===== src/rtl/apb_reg_slave.sv =====
// rtl/apb_reg_slave.sv - APB slave with eight word registers; APB_REG_SLAVE_WAIT_EN enables WAITCFG wait states
module apb_reg_slave #(
    parameter logic [31:0] ID_VALUE   = 32'hA5B0_0001,
    parameter logic [3:0]  RESET_WAIT = 4'd0
) (
    input  logic        i_clk,
    input  logic        i_reset,
    input  logic [31:0] PADDR,
    input  logic        PWRITE,
    input  logic [31:0] PWDATA,
    input  logic        PSELx,
    input  logic        PENABLE,
    output logic [31:0] PRDATA,
    output logic        PREADY,
    output logic        PSLVERR,
    input  logic [31:0] i_status,
    output logic [31:0] o_ctrl
);

    typedef enum logic {
        IDLE   = 1'b0,
        ACCESS = 1'b1
    } state_t;

    state_t      state;
    state_t      state_nxt;
    logic [31:0] reg0;
    logic [31:0] reg1;
    logic [31:0] reg2;
    logic [31:0] reg3;
    logic [31:0] reg4;
    logic [31:0] rdata;
    logic [31:0] waitcfg_rd;
    logic [2:0]  idx;
    logic        dec_err;
    logic        ro_write;
    logic        wait_zero;
    logic        wr_en;

    assign idx      = PADDR[4:2];
    assign dec_err  = (PADDR[31:5] != 27'd0) || (PADDR[1:0] != 2'b00);
    assign ro_write = PWRITE && ((idx == 3'd5) || (idx == 3'd7));

    assign PREADY  = (state == ACCESS) && wait_zero;
    assign PSLVERR = PREADY && (dec_err || ro_write);
    assign PRDATA  = (PREADY && !PWRITE && !PSLVERR) ? rdata : 32'h0;
    assign o_ctrl  = reg0;

    // Commit only on the edge that ends a completed, error-free write access.
    assign wr_en = PSELx && PENABLE && PREADY && PWRITE && !PSLVERR;

`ifdef APB_REG_SLAVE_WAIT_EN
    logic [3:0] cnt;
    logic [3:0] cnt_nxt;
    logic [3:0] waitcfg;

    assign wait_zero  = (cnt == 4'd0);
    assign waitcfg_rd = {28'd0, waitcfg};

    always_ff @(posedge i_clk or posedge i_reset) begin
        if (i_reset) begin
            cnt     <= 4'd0;
            waitcfg <= RESET_WAIT;
        end else begin
            cnt <= cnt_nxt;
            if (wr_en && (idx == 3'd6)) begin
                waitcfg <= PWDATA[3:0];
            end
        end
    end

    always_comb begin
        cnt_nxt = cnt;
        case (state)
            IDLE: begin
                if (PSELx && !PENABLE) begin
                    cnt_nxt = waitcfg;
                end
            end
            ACCESS: begin
                if (PSELx && (cnt != 4'd0)) begin
                    cnt_nxt = cnt - 4'd1;
                end
            end
            default: cnt_nxt = 4'd0;
        endcase
    end
`else
    logic unused_reset_wait;

    assign wait_zero         = 1'b1;
    assign waitcfg_rd        = 32'h0;
    assign unused_reset_wait = ^RESET_WAIT;
`endif

    always_ff @(posedge i_clk or posedge i_reset) begin
        if (i_reset) begin
            state <= IDLE;
        end else begin
            state <= state_nxt;
        end
    end

    // A dropped PSELx abandons the access; PREADY ends it normally.
    always_comb begin
        state_nxt = state;
        case (state)
            IDLE: begin
                if (PSELx && !PENABLE) begin
                    state_nxt = ACCESS;
                end
            end
            ACCESS: begin
                if (!PSELx || PREADY) begin
                    state_nxt = IDLE;
                end
            end
            default: state_nxt = IDLE;
        endcase
    end

    always_ff @(posedge i_clk or posedge i_reset) begin
        if (i_reset) begin
            reg0 <= 32'h0;
            reg1 <= 32'h0;
            reg2 <= 32'h0;
            reg3 <= 32'h0;
            reg4 <= 32'h0;
        end else if (wr_en) begin
            case (idx)
                3'd0:    reg0 <= PWDATA;
                3'd1:    reg1 <= PWDATA;
                3'd2:    reg2 <= PWDATA;
                3'd3:    reg3 <= PWDATA;
                3'd4:    reg4 <= PWDATA;
                default: ;
            endcase
        end
    end

    always_comb begin
        rdata = 32'h0;
        case (idx)
            3'd0:    rdata = reg0;
            3'd1:    rdata = reg1;
            3'd2:    rdata = reg2;
            3'd3:    rdata = reg3;
            3'd4:    rdata = reg4;
            3'd5:    rdata = i_status;
            3'd6:    rdata = waitcfg_rd;
            3'd7:    rdata = ID_VALUE;
            default: rdata = 32'h0;
        endcase
    end

endmodule


===== config.mk =====
export PLATFORM = sky130hd
export DESIGN_NAME = apb_reg_slave
export DESIGN_NICKNAME = d
export VERILOG_FILES = /design/src/rtl/apb_reg_slave.sv
export SDC_FILE = /design/constraint.sdc
export NUM_CORES = 1
export LEC_CHECK = 0
export BUFFER_PORTS_ARGS = -buffer_cell sky130_fd_sc_hd__buf_2
export CAP_MARGIN = 25
export CORE_ASPECT_RATIO = 0.9
export CORE_MARGIN = 2
export CORE_UTILIZATION = 50
export CTS_CLUSTER_DIAMETER = 80
export DETAILED_ROUTE_END_ITERATION = 8
export PLACE_DENSITY = 0.77
export SYNTH_ARGS = -nofsm -noshare
export SYNTH_HDL_FRONTEND = slang
export SYNTH_SLANG_ARGS = --single-unit

===== constraint.sdc =====
create_clock -name i_clk -period 5 [get_ports i_clk]
set_clock_uncertainty 0.15 [all_clocks]
set_input_delay 0 -clock i_clk [delete_from_list [all_inputs] [get_ports i_clk]]
set_output_delay 0 -clock i_clk [all_outputs]
set_load 0.005 [all_outputs]

==> flow_summary.json, run 1 <==
{
  "outcome": "finished, final reports clean",
  "cap_violations": 0,
  "htree_num_levels": 4,
  "p_per_area_mw_per_mm2": 292,
  "synth.largest_area_cell": "dfrtp_1",
  "top_layer": "met4",
  "critPathSlowestCell": "nand4_1",
  "ys_top_cells_by_area": "dfrtp_1, mux2_2, a22oi_1, o22a_1, mux2i_1",
  "slew_viol_final": 0,
  "die_x_um": 137,
  "synth_cell_types": 43,
  "seq_area_frac_synth_pct": 50.6,
  "yosysMostFrequentCell": "mux2_2",
  "syn-cell-area_sq_mm": 0.00796,
  "critPathCaptureType": "flip-flop",
  "path_cells": "buf_2, or4_1, nor4_1, nand4_1, buf_4, mux2_2",
  "vias_per_cell": 5.80,
  "start_util_pct": 51.3,
  "grt_pass1_wl_um": 32300,
  "period_share_pct": 56.7,
  "async_reset_ff_share_pct": 100,
  "gp_congestion": 0.821,
  "place_area_sq_mm": 0.00890,
  "synth_area_per_cell_sq_um": 12.8,
  "fillers": 1154,
  "start_kind": "input port",
  "syn_nets": 725,
  "grt_antenna_before_repair": 0,
  "fin_nets": 911,
  "synth_edf_count": 0,
  "final.min_clock_period_ns": 2.84,
  "route.vias.total": 5941,
  "synth_common_cells": "mux2_2, dfrtp_1, a22oi_1",
  "power_leakage_uw": 0.00509,
  "cts_root_buffer": "clkbuf_16",
  "path_class": "in2reg",
  "syn_inst": 624,
  "power_uw": 2910,
  "tightest_slew_ns": 1.03,
  "cts_sinks": 161,
  "cts_buffers": 17,
  "routed_wirelength_um": 20300,
  "slew_headroom_pct": 31.0,
  "drc": 0,
  "ys_seq_elements": 161,
  "grt_pass1_vias": 6269,
  "cts_tree": "yes",
  "fin_area_sq_mm": 0.00994,
  "rsz0062_at_grt": "no",
  "tns_ns": 0,
  "antenna_cells": 0,
  "finalSetupViolations": 0,
  "clkTransAtPathRegs_ns": 0.06,
  "first_pass_iters": 5,
  "wl_met3_um": 1490,
  "finalHoldViolCount": 0,
  "grt_start_max_net_pins": 110,
  "io_buffers": 166,
  "grt_util_all_layers_pct": 24.9,
  "antenna_left": 0,
  "cpPeakStageDelay_ns": 0.91,
  "worst_skew_pair.late_latency_ns": 0.42,
  "overflow": 0,
  "multiInputGateArea_sq_mm": 0.00368,
  "ir_drop_mv": 0.237,
  "clockBufferDepth": 2,
  "core_sq_mm": 0.0155,
  "postCtsSetupRepairBufs": 0,
  "dr.first_iter.drc_count": 433,
  "wl_met1_um": 8580,
  "dieArea_sq_mm": 0.0169,
  "area_growth_pct": 24.9,
  "seq_area_sq_mm": 0.00403,
  "cp_max_fo": 18,
  "drive_above_1_share_pct": 51.4,
  "synthFlopType": "dfrtp_1",
  "fmax_ghz": 0.352,
  "crit_required_ns": 5.16,
  "wl_per_cell_um": 19.8,
  "dp_hpwl_um": 12700,
  "io_pins": 167,
  "arrival_ns": 2.99,
  "fp.dieH_um": 124,
  "min_path_type": "in2out",
  "synth_top_area_share_pct": 50.6,
  "yosysWarnings": 0,
  "std_cell_rows": 43,
  "met2_wirelength_um": 10000
}
power by group:
part | internal, uW | switching [uW] | total (uW)
registers | 1300 | 0.501 | 1300
logic | 84.2 | 118 | 202
clock network | 883 | 517 | 1400
timing repair:
action / in CTS / in global routing
resized for setup: 0 / 0
endpoints found under the setup margin: 0 / 0
hold buffers: 35 / 1
hold endpoints to repair: 269 / 6
metal layers:
layer	GRT usage, %	up-vias
met3	5.86	15
li1	-	2686
met1	32.0	3031
met5	0	-
met4	7.54	0
met2	42.2	209
critical path, delay by kind of cell:
| family | cells | cell delay (ns) |
|---|---|---|
| buffers and inverters | 2 | 0.64 |
| multiplexers | 1 | 0.31 |
| AND/OR/NAND/NOR | 3 | 2.02 |
layout by cell type, fill, tap and decap left out, types with 3 or more instances in the layout:
cell type      count
mux2i_1           15
dlygate4sd3_1     36
inv_1              5
mux2_2           198
buf_4             10
a21oi_1            7
a211oi_1          13
a21bo_2            3
o2bb2ai_1          3
nand3_1            5
nor4_1             5
dfrtp_1          161
o22a_1            18
a211oi_2           5
a22oi_1           40
nor2_1            38
o21ai_0            8
nand4_1            4
clkbuf_16         17
nor2b_1            8
clkinv_4           3
nand2_1           10
clkinv_2           5
buf_2            166
or4_1              3
bufinv_16          5
logic make-up after synthesis:
logic type	after synthesis	share of synthesized area, %
AOI/OAI and AO/OA	108	10.6
buffers and inverters	54	3.15
DFF	161	50.6
muxes	213	29.9
and+or+nand+nor	88	5.71
worst paths after layout:
check	startpoint	to	slack, ns	cells after the start
worst min-delay path	i_status[6]	PRDATA[6]	0.26	4
worst max register to register	PREADY$_DFF_PP0_	reg4[28]$_DFFE_PP0P_	2.23	5
worst min register to register	reg1[31]$_DFFE_PP0P_	reg1[31]$_DFFE_PP0P_	0.35	1
min in group asynchronous	i_reset	o_ctrl[24]$_DFFE_PP0P_	0.41	4
worst max-delay path	PADDR[12]	reg4[28]$_DFFE_PP0P_	2.16	6
max in group asynchronous	i_reset	reg4[5]$_DFFE_PP0P_	2.92	6
registers in the layout (all words and copies together) (netlist names):
signal and cells:
reg2 32, o_ctrl 32, PREADY 1, reg3 32
reg4 32, reg1 32
area by class of cell:
class,instances,share of cell area (%)
multi-input cells,409,37.0
well taps,202,2.54
flip-flops and latches,161,40.5
inverters,7,0.315
clock inverters,15,2.18
repair buffers,214,13.1
clock buffers,17,4.28
stage by stage:
| stage | hold WS, ns | utilization, % | cells | setup WS, ns |
|---|---|---|---|---|
| 4_1_cts | 0.239 | 63.8 | 1022 | 2.19 |
| 5_1_grt | 0.261 | 64.1 | 1025 | 2.00 |
| 3_3_place_gp | 0.0202 | 57.4 | 954 | 1.91 |
| 3_5_place_dp | 0.0251 | 57.4 | 955 | 1.72 |
| 2_1_floorplan | -0.0802 | - | 624 | 0.502 |
| 6_report | 0.256 | 64.1 | 1025 | 2.16 |
No activity file was read; power rests on OpenSTA's default activity.
==> inputs of run 2 (changes only) <==
--- a/config.mk
+++ b/config.mk
@@ -12,7 +12,7 @@
 export CORE_UTILIZATION = 50
 export CTS_CLUSTER_DIAMETER = 80
 export DETAILED_ROUTE_END_ITERATION = 8
-export PLACE_DENSITY = 0.77
+export PLACE_DENSITY = 0.8
 export SYNTH_ARGS = -nofsm -noshare
 export SYNTH_HDL_FRONTEND = slang
 export SYNTH_SLANG_ARGS = --single-unit
==> constraint.sdc (replaced) <==
create_clock -name i_clk -period 2.6 [get_ports i_clk]
set_clock_uncertainty 0.15 [all_clocks]
set_input_delay 0 -clock i_clk [delete_from_list [all_inputs] [get_ports i_clk]]
set_output_delay 0 -clock i_clk [all_outputs]
set_load 0.005 [all_outputs]
==> run 2 against run 1 <==
- sequential share of layout area shrank 0.60 points
- highest routed layer unchanged
- power grew 100%
- routed wire length grew 3.1%
- global-route usage increased by 0.89 points
- first-iteration DRC count down 9.5%
- combinational power rose by 99%
- worst hold slack got worse by 0.098 ns
- non-clock buffer count is 14 higher
==> flow_summary.json, run 2 (synthesis results as in run 1) <==
{
  "cts_root_buffer": "clkbuf_16",
  "min_path_type": "in2async",
  "route.vias.total": 6111,
  "r2r_end": "reg3[25]$_DFFE_PP0P_",
  "grt_pass1_wl_um": 33500,
  "ir_drop_mv": 0.544,
  "cts_buffers": 17,
  "critPathCaptureType": "primary output",
  "io_pins": 167,
  "outcome": "finished, final reports clean",
  "postCtsSetupRepairBufs": 0,
  "pwr-share-seq_pct": 43.1,
  "r2r_setup_slack_ns": 0.53,
  "grt_start_max_net_pins": 115,
  "die_x_um": 137,
  "fin_nets": 925,
  "antenna_cells": 0,
  "power_leakage_uw": 0.00517,
  "cap_violations": 0,
  "path_class": "in2out",
  "fmax_ghz": 0.403,
  "grt_util_all_layers_pct": 25.8,
  "period_share_pct": 95.3,
  "dieArea_sq_mm": 0.0169,
  "power_uw": 5830,
  "vias_per_cell": 5.89,
  "p_per_area_mw_per_mm2": 577,
  "r2r_start": "PREADY$_DFF_PP0_",
  "final_cell_mix": "mux2_2, buf_2, dfrtp_1, a22oi_1, nor2_1",
  "drc": 0,
  "finalSetupViolations": 0,
  "worst_skew_pair.late_latency_ns": 0.42,
  "overflow": 0,
  "grt_pass1_vias": 6411,
  "area_growth_pct": 26.8,
  "switchingPower_uw": 1210,
  "dr.first_iter.drc_count": 392,
  "drive_above_1_share_pct": 52.1,
  "switching_share_pct": 20.8,
  "tns_ns": 0,
  "arrival_ns": 2.33,
  "clockBufferDepth": 2,
  "first_pass_iters": 4,
  "clkPwrFrac_pct": 50.0,
  "slew_viol_final": 0,
  "p_int_uw": 4610,
  "htree_num_levels": 4,
  "tightest_slew_ns": 0.622,
  "gp_congestion": 0.838,
  "r2r_cells": 5,
  "std_cell_rows": 43,
  "layout_commonest_cell": "mux2_2",
  "io_buffers": 166,
  "rsz0062_at_grt": "no",
  "fp.dieH_um": 124,
  "dp_hpwl_um": 13900,
  "cts_sinks": 161,
  "clkTransAtPathRegs_ns": 0.06,
  "pre_cts_slack_ns": 0.0814,
  "start_util_pct": 51.3,
  "wl_per_cell_um": 20.1,
  "final.min_clock_period_ns": 2.48,
  "setup_ws_ns": 0.122,
  "grt_antenna_before_repair": 0,
  "routed_wirelength_um": 20900,
  "start_kind": "input port",
  "slew_headroom_pct": 58.5,
  "crit_required_ns": 2.45,
  "core_sq_mm": 0.0155,
  "cts_tree": "yes",
  "share_comb_of_total_power_pct": 6.9,
  "antenna_left": 0,
  "finalHoldViolCount": 0,
  "cp_max_fo": 30
}
[run 2: final cells by class]
class | count | area (sq um)
Multi-Input combinational cell | 409 | 3680
Inverter | 7 | 30.0
Sequential cell | 161 | 4030
Timing Repair Buffer | 228 | 1410
Fill cell | 1143 | 5410
Tap cell | 202 | 253
Clock inverter | 10 | 231
Clock buffer | 20 | 457
[run 2: layer usage]
layer  vias up  track usage [%]  routed length, um
li1       2718                -                  -
met1      3122             33.8               8890
met2       235             43.3              10400
met3        36             4.23               1190
met4         0             9.92                419
met5         -                0                  0
[run 2: metrics by stage]
step	instances	hold WS (ns)	utilization (%)	cell area (sq um)
floorplan	624	-0.0802	-	7960
global placement	972	0.0180	58.4	9050
detailed placement	972	0.0497	58.4	9050
CTS	1037	0.213	65.1	10100
global route	1037	0.231	65.1	10100
finish	1037	0.159	65.1	10100
[run 2: critical path: stages]
cell      delay, ns
buf_2          0.09
or4_1          0.54
or4_4          0.57
or4_4          0.67
a211oi_2       0.29
buf_2          0.15
[run 2: timing repair]
action                                 4_1_cts  5_1_grt
hold buffers                                35        0
gates resized for setup                      0        0
endpoints found under the hold margin      322        0
setup endpoints to repair                    0        8
[run 2: how the worst max path moves through the flow]
| stage | start | endpoint | depth (start not counted) |
|---|---|---|---|
| after floorplan | PADDR[12] | reg3[0]$_DFFE_PP0P_ | 5 |
| after global placement | PADDR[12] | PRDATA[21] | 6 |
| after detailed placement | PADDR[12] | PRDATA[10] | 6 |
| after CTS | PADDR[12] | PRDATA[10] | 6 |
| after global routing | PADDR[12] | PRDATA[10] | 6 |
| final | PADDR[12] | PRDATA[21] | 6 |
[run 2: power groups by stage]
stage	sequential [uW]	clock, uW	combinational, uW
floorplan	2550	0	178
global placement	2550	0	340
detailed placement	2550	0	358
CTS	2510	2950	401
global route	2510	3060	440
finish	2510	2920	402
==> inputs of run 3 (changes only) <==
==> constraint.sdc (replaced) <==
create_clock -name i_clk -period 2.1 [get_ports i_clk]
set_clock_uncertainty 0.15 [all_clocks]
set_input_delay 0 -clock i_clk [delete_from_list [all_inputs] [get_ports i_clk]]
set_output_delay 0 -clock i_clk [all_outputs]
set_load 0.005 [all_outputs]
==> run 3 against run 2 <==
- the flow now finishes with violations (setup timing)
- combinational power grew 28%
- global-route usage shrank 0.25 points
- first-iteration DRC count grew 16%
- sequential cell count is the same
- worst setup slack lost 0.36 ns
- largest cell class unchanged
- sequential power grew 24%
- die area is the same
- critical path depth grew 1
- final area grew 3.5%
- highest routed layer unchanged
==> flow_summary.json, run 3 (synthesis results as in run 1) <==
{
  "outcome": "complete, but fails checks",
  "violations": "setup timing",
  "clockBufferDepth": 2,
  "final_cell_mix": "mux2_2, buf_2, dfrtp_1, a22oi_1, dlygate4sd3_1",
  "final_core_util_pct": 67.4,
  "crit_required_ns": 1.95,
  "io_pins": 167,
  "slew_headroom_pct": 51.5,
  "std_cell_rows": 43,
  "first_pass_iters": 5,
  "clkTransAtPathRegs_ns": 0.06,
  "cts_root_buffer": "clkbuf_16",
  "finalSetupViolations": 64,
  "grt_start_max_net_pins": 71,
  "pre_cts_slack_ns": -0.302,
  "dp_hpwl_um": 13800,
  "worst_skew_pair.late_latency_ns": 0.41,
  "arrival_ns": 2.19,
  "cp_max_fo": 14,
  "crit_buf_inv": 3,
  "cts_buffers": 17,
  "tightest_slew_ns": 0.726,
  "route.vias.total": 6224,
  "ir_drop_mv": 0.575,
  "routed_wirelength_um": 21900,
  "setup_ws_ns": -0.240,
  "fmax_ghz": 0.427,
  "cpPeakStageDelay_ns": 0.56,
  "rsz0062_at_grt": "yes",
  "grt_util_all_layers_pct": 25.6,
  "area_growth_pct": 31.3,
  "timing.critical_path.max_delay_family": "simple AND/OR/NAND/NOR gates",
  "p_per_area_mw_per_mm2": 651,
  "layout_commonest_cell": "mux2_2",
  "grt_antenna_before_repair": 0,
  "antenna_left": 0,
  "drive_above_1_share_pct": 54.4,
  "vias_per_cell": 5.92,
  "grt_pass1_wl_um": 33300,
  "min_path_type": "in2async",
  "start_util_pct": 51.3,
  "path_cells": "buf_6, or4_4, or4_4, or4_4, buf_12, a211oi_2, buf_2",
  "power_leakage_uw": 0.00529,
  "fillers": 1115,
  "dieArea_sq_mm": 0.0169,
  "overflow": 0,
  "fin_nets": 939,
  "whs_ns": 0.102,
  "start_kind": "input port",
  "slew_viol_final": 0,
  "fp.dieH_um": 124,
  "crit_top_cell": "or4_4",
  "core_sq_mm": 0.0155,
  "finalHoldViolCount": 0,
  "final.min_clock_period_ns": 2.34,
  "cap_violations": 0,
  "grt_pass1_vias": 6558,
  "critPathCaptureType": "primary output",
  "die_x_um": 137,
  "path_class": "in2out",
  "antenna_cells": 0,
  "htree_num_levels": 4,
  "critPathSlowestCell": "or4_4",
  "dr.first_iter.drc_count": 454,
  "io_buffers": 166,
  "drc": 0,
  "cts_sinks": 161,
  "period_share_pct": 111,
  "cts_tree": "yes",
  "gp_congestion": 0.851,
  "wl_per_cell_um": 20.8
}
run 3: per-layer routing:
metal	up-vias	track usage [%]	share of wire, %	wire length [um]
met5	-	0	0	0
li1	2749	-	-	-
met4	0	9.41	1.9	412
met3	30	4.92	6.1	1340
met1	3204	32.6	43	9430
met2	241	43.6	49	10700
run 3: worst paths after layout:
path | slack, ns | depth (start not counted) | start | end
min in group i_clk | 0.25 | 3 | PSELx | PREADY$_DFF_PP0_
hold / removal | 0.10 | 4 | i_reset | o_ctrl[21]$_DFFE_PP0P_
hold reg to reg | 0.36 | 1 | reg2[20]$_DFFE_PP0P_ | reg2[20]$_DFFE_PP0P_
setup reg to reg | 0.08 | 6 | PREADY$_DFF_PP0_ | reg2[23]$_DFFE_PP0P_
setup / recovery | -0.24 | 7 | PADDR[12] | PRDATA[21]
max in group asynchronous | 1.09 | 4 | i_reset | reg3[14]$_DFFE_PP0P_
run 3: layout make-up:
class	instances	area [sq um]	share of cell area [%]
clock buffers	26	509	4.88
clock inverters	4	97.6	0.934
inverters	7	30.0	0.287
multi-input cells	409	3890	37.2
flip-flops and latches	161	4030	38.6
well taps	202	253	2.42
repair buffers	242	1640	15.7
run 3: stage by stage:
step | setup TNS, ns | instances | cell area (sq um) | power (uW)
finish | -9.15 | 1051 | 10400 | 6800
global placement | -14.42 | 979 | 9160 | 3590
detailed placement | -16.21 | 979 | 9160 | 3610
global route | -11.81 | 1051 | 10400 | 7030
floorplan | -19.06 | 624 | 7960 | 3380
CTS | -8.40 | 1047 | 10200 | 6830
run 3: power by group:
part / leakage, uW / switching [uW] / total [uW] / internal, uW
combinational: 0.00275 / 297 / 516 / 219
sequential: 0.00225 / 1.43 / 3110 / 3100
clock: 0.000293 / 1160 / 3180 / 2020
run 3: timing repair:
item	CTS	global route
buffers inserted	3	2
hold buffers	35	0
endpoints found under the hold margin	322	0
cloned	0	3
resized for setup	19	43
endpoints found under the setup margin	32	64
pin swaps	3	2
run 3: worst min-delay path: cells and delay by family:
| kind | cells | cell delay (ns) |
|---|---|---|
| buffers and inverters | 4 | 1.07 |
